<file path="src/rtl/bcd_2digit_display_scan.sv">
// rtl/bcd_2digit_display_scan.sv - 2-digit multiplexed 7-segment scan driver with frame snapshot and TC stretch
module bcd_2digit_display_scan #(
    parameter int SCAN_DIV = 16,
    parameter int TC_HOLD  = 8
) (
    input  logic       clk,
    input  logic       rstn,
    input  logic [3:0] Q0,
    input  logic [3:0] Q1,
    input  logic       tc2,
    input  logic       blank_lz,
    output logic [6:0] seg,
    output logic [1:0] an,
    output logic       tc_led
);

    localparam int DW = (SCAN_DIV > 1) ? $clog2(SCAN_DIV) : 1;
    localparam int HW = $clog2(TC_HOLD + 1);
    localparam logic [DW-1:0] DIV_LAST  = DW'(SCAN_DIV - 1);
    localparam logic [HW-1:0] HOLD_LOAD = HW'(TC_HOLD);

    logic [DW-1:0] div_cnt;
    logic          sel;
    logic [3:0]    snap0;
    logic [3:0]    snap1;
    logic          snap_blz;
    logic [HW-1:0] hold_cnt;
    logic [3:0]    digit;

    function automatic logic [6:0] bcd_to_seg(input logic [3:0] d);
        case (d)
            4'd0:    bcd_to_seg = 7'h3F;
            4'd1:    bcd_to_seg = 7'h06;
            4'd2:    bcd_to_seg = 7'h5B;
            4'd3:    bcd_to_seg = 7'h4F;
            4'd4:    bcd_to_seg = 7'h66;
            4'd5:    bcd_to_seg = 7'h6D;
            4'd6:    bcd_to_seg = 7'h7D;
            4'd7:    bcd_to_seg = 7'h07;
            4'd8:    bcd_to_seg = 7'h7F;
            4'd9:    bcd_to_seg = 7'h6F;
            default: bcd_to_seg = 7'b1000000;
        endcase
    endfunction

    always_ff @(posedge clk or negedge rstn) begin
        if (!rstn) begin
            div_cnt  <= '0;
            sel      <= 1'b0;
            snap0    <= 4'd0;
            snap1    <= 4'd0;
            snap_blz <= 1'b0;
            hold_cnt <= '0;
        end else begin
            if (div_cnt == DIV_LAST) begin
                div_cnt <= '0;
                sel     <= ~sel;
                // Latch digits only at the end of the tens phase so a frame never mixes old and new values
                if (sel) begin
                    snap0    <= Q0;
                    snap1    <= Q1;
                    snap_blz <= blank_lz;
                end
            end else begin
                div_cnt <= div_cnt + DW'(1);
            end

            if (tc2) begin
                hold_cnt <= HOLD_LOAD;
            end else if (hold_cnt != '0) begin
                hold_cnt <= hold_cnt - HW'(1);
            end
        end
    end

    always_comb begin
        digit  = sel ? snap1 : snap0;
        an     = sel ? 2'b01 : 2'b10;
        tc_led = (hold_cnt != '0);
        if (sel && snap_blz && (snap1 == 4'd0)) begin
            seg = 7'h00;
        end else begin
            seg = bcd_to_seg(digit);
        end
    end

endmodule

</file>
<file path="config.mk">
export PLATFORM = sky130hd
export DESIGN_NAME = bcd_2digit_display_scan
export DESIGN_NICKNAME = d
export VERILOG_FILES = /design/src/rtl/bcd_2digit_display_scan.sv
export SDC_FILE = /design/constraint.sdc
export NUM_CORES = 1
export LEC_CHECK = 0
export CORE_MARGIN = 2
export CORE_UTILIZATION = 30
export CTS_BUF_LIST = sky130_fd_sc_hd__clkbuf_16
export DETAILED_ROUTE_END_ITERATION = 10
export PLACE_DENSITY_LB_ADDON = 0.1
export SETUP_SLACK_MARGIN = 0.02
export SLEW_MARGIN = 20
export SYNTH_ARGS = -nofsm -noshare
export SYNTH_HDL_FRONTEND = slang
export SYNTH_SLANG_ARGS = --single-unit
</file>
<file path="constraint.sdc">
create_clock -name clk -period 1.8 [get_ports clk]
set_clock_uncertainty 0.1 [all_clocks]
set_input_delay 0.36 -clock clk [delete_from_list [all_inputs] [get_ports clk]]
set_output_delay 0.36 -clock clk [all_outputs]
set_load 0.01 [all_outputs]
</file>
==> metrics.md <==
| Metric | Value |
|---|---|
| Post-route ant nets | 0 |
| CP startpoint | sel |
| Dominant synthesized flop cell | dfrtp_1 |
| WL per Instance | 12.4 um |
| Detailed-placement wirelength estimate | 1760 um |
| Die Area | 3990 um^2 |
| Library cells used by synthesis | 35 |
| TritonCTS buffer count | 3 |
| Antenna violations before repair | 0 |
| EDFF count, synth | 0 |
| Failing checks | setup timing |
| Worst reg2reg path endpoint | snap1[0] |
| CTS sink cnt | 18 |
| FP Rows | 21 |
| Commonest non-fill, non-tap cell in the layout | buf_4 |
| Post-synthesis cell count | 90 |
| Setup ws final | -0.437 ns |
| I/O pins | 22 |
| Final WL | 2320 um |
| Port bufs | 21 |
| Commonest cells after routing, fill and taps aside | buf_4, dfrtp_1, buf_6, clkdlybuf4s50_1, mux2_2 |
| ANT cells | 0 |
| Worst R2R Setup Slack | 0.23 ns |
| Vias per cell | 4.59 |
| Startpoint Class | flip-flop |
| Period minus WS final | 2.24 ns |
| Crit Path Max Fanout | 4 |
| Util after Layout | 52.5% |
| Synth async-reset ratio | 100% |
| Final Cycle Share | 124% |
| Clock Tree Root | clkbuf_16 |
| Synthesis warning total | 0 |
| Worst ir drop on vdd | 700 uV |
| Total power | 1400 uW |
| Max Buffers Root-to-Sink | 2 |
| Share of cells above drive strength 1 | 57.4% |
| Skew-Pair Late Insertion Delay | 0.24 ns |
| Mapped Nets | 108 |
| Hold Violations, Final | 0 |
| CP Capture Type | primary output |
| GPL Wtd Cong | 0.848 |
| Area grow syn2layout | 68.0% |
| Fillers | 329 |
| Pin count of the biggest net entering global routing | 19 |
| Unrepaired setup endpoints after global routing | yes |
| R2R depth | 3 |
| FF-to-FF Start | div_cnt[0] |
| Pwr/cell area | 793 nW/um^2 |
| HP Class | in -> async |
| Via Count | 859 |
| Detailed Routing Iterations Pass 1 | 2 |
| Chip Width | 63.2 um |
| Leak pwr | 0.000790 uW |
| Initial drt markers | 15 |
| First-pass GRT wire length | 3980 um |
| Total GRT Usage | 12.7% |
| Vias in the first global route | 884 |
| Final Setup Violations | 8 |
| Max-slew headroom | 78.6% |
| Clk slew on worst S/H paths | 0.05 ns |
| Core area | 3360 um^2 |
| Fmax | 447 MHz |
| Slew of the pin with the lowest slew margin | 0.320 ns |
| GR Overflow Total | 0 |
| Nets | 161 |
| WP data required | 1.34 ns |
| CTS tree | yes |
| Yosys reg bits | 18 |
| Starting Density | 31.2% |
| Multi-input logic area | 702 um^2 |
| Hold slack final | 0.348 ns |
| FF/Latch Area | 452 um^2 |
| Synth Cell Area | 1050 um^2 |
| Max-cap violations | 0 |
| Die Span Y | 63.2 um |
| CP Class | reg -> out |
| Outcome | finished with violations |
| Sequential-to-total area share from yosys stat | 42.9% |
| Post-synthesis average cell area | 11.7 um^2 |
| Arrival @ worst endpoint | 1.78 ns |
| DRC | 0 |
| Final Slew Violations | 0 |
| CTS H-tree lvls | 1 |
| Worst setup path endpoint | seg[3] |
## synthesized netlist by cell type, drive strengths merged, types with 2 or more instances
master   number  area (um^2)
xnor2         2         17.5
o22ai         2         18.8
o2bb2ai       2         30.0
buf           2         18.8
a21oi         5         25.0
nor2          4         15.0
mux2i         6         72.6
dfrtp        18          450
o21a          2         15.0
nand3         3         15.0
o21ai         3         15.0
mux2         12          143
clkbuf        2         8.75
inv           7         26.3
ha            6         75.1
## metal layers
metal	wire length, um	global-route usage, %	up-vias
met5	0	0	-
met4	17	5.71	0
met3	77	2.14	2
met2	1300	24.2	13
met1	925	13.7	416
li1	-	-	428
## sequential cells by signal (all words and copies together), names as in the netlist
name      flops
div_cnt       4
hold_cnt      4
sel           1
snap0         4
snap1         4
snap_blz      1
## report_power, final
group,switching [uW],internal (uW)
registers,39.1,456
clock network,140,292
logic,184,290
total,363,1040
## critical path: stages (launching register included)
cell       delay, ns
dfrtp_2         0.47
buf_6           0.15
mux2_4          0.34
mux2_4          0.34
o2bb2ai_4       0.12
buf_6           0.11
## logic make-up (layout without fill, tap and decap cells)
kind of cell / count (synthesis) / in the layout / synth area share (%)
AO/OA/AOI/OAI: 18 / 18 / 12.7
multiplexers: 18 / 18 / 20.5
flip-flops: 18 / 18 / 42.9
AND/OR/NAND/NOR: 16 / 16 / 9.17
buffers and inverters: 11 / 62 / 5.12
adder cells (fa/ha/maj): 6 / 6 / 7.14
XOR/XNOR: 3 / 3 / 2.50
## worst min path at each step
stage / startpoint / endpoint / slack [ns] / cells past startpoint
4_1_cts: rstn / div_cnt[3] / 0.36 / 2
5_1_grt: rstn / snap1[3] / 0.39 / 2
3_3_place_gp: div_cnt[0] / div_cnt[0] / 0.36 / 1
2_1_floorplan: rstn / div_cnt[0] / -0.04 / 0
3_5_place_dp: div_cnt[0] / div_cnt[0] / 0.39 / 1
6_report: rstn / div_cnt[0] / 0.35 / 2
## stage by stage
step	setup WS (ns)	cells	cell area, um^2	TNS, ns
global placement	-0.642	177	1530	-4.52
floorplan	-0.112	90	1100	-0.409
CTS	-0.434	187	1730	-2.66
global route	-0.504	187	1770	-3.21
detailed placement	-0.673	177	1530	-4.60
finish	-0.437	187	1770	-2.64
## cell type report
class                      count  share of cell area, %
clock buffer                   3                   4.25
inverter                       7                   1.49
multi-input combinational     61                   39.8
sequential                    18                   25.6
tap                           46                   3.26
timing repair buffer          52                   25.7
## repair_timing
item	in CTS	in global routing
buffers inserted	7	0
pin swaps	5	1
resized for setup	61	10
hold buffers	0	0
endpoints found under the hold margin	0	0
setup endpoints to repair	10	10
Note: power is estimated with default switching activity, not from simulation.
